`src/rtl/fifo_pkg.sv`:
```
// Shared definitions for the multi-port FIFO: default geometry, lane-count width and a clog2 helper.
package fifo_pkg;

  function automatic int clog2(input int v);
    int r;
    r = 0;
    while ((1 << r) < v) r++;
    return r;
  endfunction

  localparam int W_DEF = 6;
  localparam int N_DEF = 4;
  localparam int K_DEF = 2;
  localparam int CNT_W = clog2(K_DEF + 1);

  typedef logic [CNT_W-1:0] lane_cnt_t;

endpackage

```
`src/rtl/fifo_ram_mw.sv`:
```
// D x W register array, K write lanes at wbase+i, K combinational read lanes at rbase+i (mod D).
// Writes land on the rising edge; reads see them the following cycle. No reset on storage.
module fifo_ram_mw
  import fifo_pkg::*;
#(
  parameter int W = W_DEF,
  parameter int N = N_DEF,
  parameter int K = K_DEF
) (
  input  logic           clk,
  input  logic [K-1:0]   we_i,
  input  logic [N-1:0]   wbase_i,
  input  logic [K*W-1:0] wdata_i,
  input  logic [N-1:0]   rbase_i,
  output logic [K*W-1:0] rdata_o
);

  localparam int D = 1 << N;

  logic [W-1:0] mem_q [D];

  // Lane addresses wrap naturally in N bits, so a window crossing D-1 continues at 0.
  always_ff @(posedge clk) begin
    for (int i = 0; i < K; i++) begin
      if (we_i[i]) mem_q[wbase_i + N'(i)] <= wdata_i[i*W +: W];
    end
  end

  always_comb begin
    rdata_o = '0;
    for (int i = 0; i < K; i++) begin
      rdata_o[i*W +: W] = mem_q[rbase_i + N'(i)];
    end
  end

endmodule

```
`src/rtl/fifo_multiport.sv`:
```
// Circular FIFO pushing/popping up to K entries per clock with all-or-nothing admission.
// Head visible combinationally; push-to-head latency 1 cycle; rejected requests pulse wr_err/rd_err.
module fifo_multiport
  import fifo_pkg::*;
#(
  parameter int w = W_DEF,
  parameter int n = N_DEF,
  parameter int K = K_DEF
) (
  input  logic                   clk,
  input  logic                   rst_n,
  input  logic                   flush,
  input  logic [$clog2(K+1)-1:0] wr_cnt,
  input  logic [K*w-1:0]         data_in,
  input  logic [$clog2(K+1)-1:0] rd_cnt,
  output logic [K*w-1:0]         data_out,
  output logic [K-1:0]           valid_out,
  output logic [n:0]             count,
  output logic [n:0]             free,
  output logic                   empty,
  output logic                   full,
  output logic                   almost_full,
  output logic                   wr_err,
  output logic                   rd_err
);

  localparam int         D     = 1 << n;
  localparam int         CNT_W = clog2(K + 1);
  localparam logic [n:0] DEPTH = (n+1)'(D);
  localparam logic [n:0] LANES = (n+1)'(K);

  logic [n-1:0] r_addr_q, r_addr_d;
  logic [n-1:0] w_addr_q, w_addr_d;
  logic [n:0]   count_q, count_d;
  logic         wr_err_q, wr_err_d;
  logic         rd_err_q, rd_err_d;

  logic [n:0]   wr_num, rd_num;
  logic         wr_req, rd_req;
  logic         wr_ok, rd_ok;
  logic [K-1:0] we;

  assign wr_num = (n+1)'(wr_cnt);
  assign rd_num = (n+1)'(rd_cnt);
  assign wr_req = (wr_cnt != CNT_W'(0));
  assign rd_req = (rd_cnt != CNT_W'(0));

  // Both sides judged on the registered state, so a read cannot free room for a same-cycle write.
  assign wr_ok = !flush && wr_req && (wr_num <= LANES) && (wr_num <= free);
  assign rd_ok = !flush && rd_req && (rd_num <= LANES) && (rd_num <= count_q);

  always_comb begin
    we = '0;
    for (int i = 0; i < K; i++) begin
      we[i] = wr_ok && ((n+1)'(i) < wr_num);
    end
  end

  always_comb begin
    r_addr_d = r_addr_q;
    w_addr_d = w_addr_q;
    count_d  = count_q;
    wr_err_d = 1'b0;
    rd_err_d = 1'b0;
    if (flush) begin
      r_addr_d = '0;
      w_addr_d = '0;
      count_d  = '0;
    end else begin
      if (wr_ok) w_addr_d = w_addr_q + n'(wr_cnt);
      if (rd_ok) r_addr_d = r_addr_q + n'(rd_cnt);
      count_d  = count_q + (wr_ok ? wr_num : '0) - (rd_ok ? rd_num : '0);
      wr_err_d = wr_req && !wr_ok;
      rd_err_d = rd_req && !rd_ok;
    end
  end

  always_ff @(posedge clk or negedge rst_n) begin
    if (!rst_n) begin
      r_addr_q <= '0;
      w_addr_q <= '0;
      count_q  <= '0;
      wr_err_q <= 1'b0;
      rd_err_q <= 1'b0;
    end else begin
      r_addr_q <= r_addr_d;
      w_addr_q <= w_addr_d;
      count_q  <= count_d;
      wr_err_q <= wr_err_d;
      rd_err_q <= rd_err_d;
    end
  end

  fifo_ram_mw #(
    .W (w),
    .N (n),
    .K (K)
  ) u_ram (
    .clk     (clk),
    .we_i    (we),
    .wbase_i (w_addr_q),
    .wdata_i (data_in),
    .rbase_i (r_addr_q),
    .rdata_o (data_out)
  );

  always_comb begin
    valid_out = '0;
    for (int i = 0; i < K; i++) begin
      valid_out[i] = (count_q > (n+1)'(i));
    end
  end

  assign count       = count_q;
  assign free        = DEPTH - count_q;
  assign empty       = (count_q == '0);
  assign full        = (count_q == DEPTH);
  assign almost_full = (free < LANES);
  assign wr_err      = wr_err_q;
  assign rd_err      = rd_err_q;

endmodule

```
`config.mk`:
```
export PLATFORM = sky130hd
export DESIGN_NAME = fifo_multiport
export DESIGN_NICKNAME = d
export VERILOG_FILES = /design/src/rtl/fifo_pkg.sv /design/src/rtl/fifo_ram_mw.sv /design/src/rtl/fifo_multiport.sv
export SDC_FILE = /design/constraint.sdc
export NUM_CORES = 1
export LEC_CHECK = 0
export ABC_AREA = 1
export BUFFER_PORTS_ARGS = -buffer_cell sky130_fd_sc_hd__buf_2
export CAP_MARGIN = 5
export CORE_MARGIN = 2
export CORE_UTILIZATION = 40
export CTS_BUF_LIST = sky130_fd_sc_hd__clkbuf_4 sky130_fd_sc_hd__clkbuf_8
export DETAILED_ROUTE_END_ITERATION = 8
export PLACE_DENSITY = 0.66
export SYNTH_ARGS = -nofsm -noshare
export SYNTH_HDL_FRONTEND = slang
export SYNTH_SLANG_ARGS = --single-unit
export TNS_END_PERCENT = 20
```
`constraint.sdc`:
```
create_clock -name clk -period 3.85 [get_ports clk]
set_clock_uncertainty 0.05 [all_clocks]
set_input_delay 0.1925 -clock clk [delete_from_list [all_inputs] [get_ports clk]]
set_output_delay 0.1925 -clock clk [all_outputs]
set_load 0.05 [all_outputs]
```
==> results by stage <==
Setup path:
- The most critical setup path has its endpoint at data_out[11].
- The kind of critical path is reg -> out.
- The highest cell delay on the worst timing path is 0.76 ns.
- The slowest stage of the critical path belongs to the cell dfrtp_4.
- The capturing element type of the critical path is an output port.
- The critical path launch point type is a flip-flop.
- The cell that appears most often on the critical path is nand2_1.
- The minimum setup slack among reg-to-reg paths is 0.36 ns.
- Walking the worst path, the cells encountered are buf_4 -> nand2_1 -> xor2_2 -> inv_1 -> o211ai_1 -> nand2_1 -> buf_2.
- The worst reg2reg path startpoint is count[0]$_DFF_PN0_.
- The number of cells on the worst reg-to-reg path is 19.
- The arrival time at the worst endpoint is 3.26 ns.
- Data on the critical path is required at its endpoint by 3.61 ns.
- The worst register-to-register path ends at count[4]$_DFF_PN0_.
- Along the worst path, the maximum fanout reaches 97.
- In this run the worst setup path begins at r_addr_q[0]$_DFFE_PN0P_.

Routing:
- After detailed routing, the average wire length per cell comes to 19.20 um.
- Detailed routing inserted a total of 7468 vias.
- In the detailed route, the total length drawn on met2 is 11.61 mm.
- In the detailed route, the total length drawn on met3 is 1.797 mm.
- The detailed router used layers up to and including met4.
- The first routing iteration left 821 violations.
- The count of antenna-violating nets left after detailed routing is 0.
- For this run, design rule violations remaining after detail routing come to 0.
- The total routed wirelength is 24.58 mm.
- The length of the first detailed-routing pass in iterations is 5.
- The detail-routed via count per cell is 5.834.
- The routed length on met1 is 10.19 mm.

STA:
- Headroom to the max-slew limit came out at 34.87%.
- The max-slew violation count is 0.
- Based on the critical path, the design can be clocked at up to 285.5 MHz.
- The worst path uses 90.98% of the clock period.
- The pin slew with the least headroom to its limit is 0.9759 ns.
- The worst path in the final design needs a cycle of 3.503 ns, including I/O delays and setup.
- The count of final hold-check violations was 0.
- After routing, the total negative slack on setup checks comes to 0 ns.
- Setup violations remaining at the end of the flow were counted as 0.
- Setup repair after global routing left no endpoint under its margin.

Die:
- The count of standard-cell rows is 51.
- For this configuration, the core starts out at a cell density of 41.13%.
- The full die area is 21300 sq um.
- Pin placement for this block handled 48 I/O pins.
- The area of the core is 19590 sq um.
- The vertical extent of the die is 145.9 um.
- From left edge to right edge, the die measures 145.9 um.

GRT:
- After global routing the overflow that remains totals 0.
- The first global-routing pass estimated 38.17 mm of wire.
- Entering global routing, the biggest net connects 116 pins.
- The number of global-route vias before repair was 6852.
- Across every metal layer, demand over resource in global routing totals 22.89%.
- The number of antenna violations at the first check in global routing was 0.

Yosys:
- Yosys attributes the largest share of cell area to edfxtp_1 36%, nand2_1 15%, nand4_1 8.6%.
- The post-synthesis cell area is 8058 sq um.
- Synthesis produced a netlist with a net count of 1071.
- A synthesized cell averages 7.846 sq um.
- The biggest area consumer among synthesized cells is edfxtp_1.
- In this run, synthesis produced a sequential element count of 111.
- The top cell type by area accounts for 35.78% of the synthesized area.
- In the synthesized netlist, the number of instances is 1027.
- For this run, the register share of the synthesized area comes to 40.43%.
- Yosys mapped the design onto 32 distinct sky130hd cell types.
- For this run, the number of Yosys warnings is 0.

Pwr:
- The static leakage power is 3.605 nW.
- The maximum resistive drop on vdd is 0.0005836 V.
- Total power for the finished layout comes to 5.387 mW.
- Power spread over the standard cell area amounts to 631.5 nW/um^2.

Clock tree:
- The clock tree from TritonCTS is yes.
- In this run the number of H-tree levels came out at 3.
- The clock reaches the later pin of the worst-skew pair after 0.39 ns.
- The buffers inserted during post-CTS setup optimization is 0.
- The number of buffers between clock root and the deepest sink is 2.
- The clock slew at the register clock pins of the worst setup and hold paths is 0.12 ns.
- The tree is rooted in a clkbuf_8.
- The clock sink count is 111.
- Buffers inserted during clock tree synthesis total 9.

Min path:
- The type of the most critical hold path is in -> reg.

Final layout:
- From synthesis to final layout, the design area changed by 5.870%.
- The net total in the final layout is 1054.
- The most common cell after layout, fill and taps aside is nand2_1.
- The total inserted antenna cells is 0.
- The library cells used most frequently in the layout, excluding fill and tap cells, are 322 x nand2_1, 111 x nand4_1, 96 x edfxtp_1, 84 x inv_1, 79 x o21ai_0.
- Of the cells placed in the final design, the portion with a size suffix greater than 1 is 11.13%.

Status:
- The run finished with clean final reports.

Placed design:
- The detailed placer's ending HPWL is 16.25 mm.
- During placement, the flow inserted port buffers numbering 47.
- The congestion estimate from routability-driven global placement came to 0.9757.

Run:
- Across the run, the number of max-cap violations was 0.
[metrics by stage]
| stage | cell area (sq um) | setup WS (ns) | util, % | hold slack, ns | std cells |
|---|---|---|---|---|---|
| final | 8531 | 0.3471 | 43.55 | 0.04267 | 1280 |
| after global routing | 8531 | 0.1326 | 43.55 | 0.04463 | 1280 |
| after CTS | 8531 | 0.3467 | 43.55 | 0.04390 | 1280 |
| after detailed placement | 8318 | 0.3753 | 42.46 | 0.08914 | 1263 |
| after global placement | 8318 | 0.4877 | 42.46 | 0.08166 | 1263 |
| after floorplan | 8063 | 0.09666 | - | -0.1531 | 1027 |
[synthesized netlist by cell type]
library cell,n
buf_2,24
buf_4,6
a21oi_1,71
nand2_4,1
o21bai_1,2
a32oi_1,1
xor2_2,1
buf_12,1
edfxtp_1,96
ha_1,21
inv_2,5
dfrtp_1,15
nor3_1,1
nor2_8,1
nand4_1,111
nand4_4,10
fa_1,4
o211ai_1,36
nand2_2,1
o21ai_0,79
nand2_1,322
clkbuf_1,38
nor2_4,9
xor2_1,6
o2111ai_1,5
nand3_2,2
inv_1,84
buf_1,13
buf_6,3
nor2_1,19
nand3_1,32
nor2_2,7
[layout make-up]
class	count	area [sq um]
tap	265	331.6
clock inverter	7	78.83
multi-input combinational	742	4058
sequential	111	3264
fill	1956	11060
clock buffer	9	123.9
inverter	89	334.1
timing repair buffer	57	340.3
[state kept, by name (all words and copies together) (netlist names)]
register     count
rd_err           1
count            5
r_addr_q         4
w_addr_q         4
u_ram.mem_q     96
wr_err           1
[worst max-delay path: cells and delay by family (launching register included)]
kind,cells,cell delay (ns)
AO/OA/AOI/OAI,1,0.23
XOR/XNOR,1,0.38
buffers and inverters,3,1.14
flip-flops,1,0.76
AND/OR/NAND/NOR,2,0.30
[repair_timing]
item                      in CTS  in global routing
hold buffers                   1                  0
gates resized for setup        0                  0
hold endpoints to repair      15                  0
[cells by family (layout without fill, tap and decap cells)]
group                      Yosys count  in the layout  synth area share [%]
AOI/OAI and AO/OA                  194            194                 13.51
xor gates and xnor gates             7              7                0.8541
adders and majority gates           25             25                 4.255
buffers and inverters              174            162                 9.239
DFF                                111            111                 40.43
and+or+nand+nor                    516            516                 31.71
[power breakdown]
| part | internal (mW) | total (mW) | switching, mW |
|---|---|---|---|
| clock network | 0.307 | 0.752 | 0.445 |
| registers | 1.41 | 1.54 | 0.136 |
| logic | 0.809 | 3.09 | 2.28 |
[metal layers]
metal / track usage, % / vias up
met4: 11.57 / 0
met5: 0 / -
met3: 3.009 / 73
li1: - / 3543
met1: 30.06 / 3488
met2: 37.15 / 364
[worst min path at each step]
stage,start,end,slack [ns],cells past startpoint
3_3_place_gp,rst_n,count[3]$_DFF_PN0_,0.08,1
2_1_floorplan,rst_n,count[0]$_DFF_PN0_,-0.15,0
6_report,wr_cnt[1],wr_err$_DFF_PN0_,0.04,3
3_5_place_dp,rst_n,count[4]$_DFF_PN0_,0.09,1
4_1_cts,wr_cnt[1],wr_err$_DFF_PN0_,0.04,3
5_1_grt,wr_cnt[1],wr_err$_DFF_PN0_,0.04,3
Power figures use the tool's default switching activity.
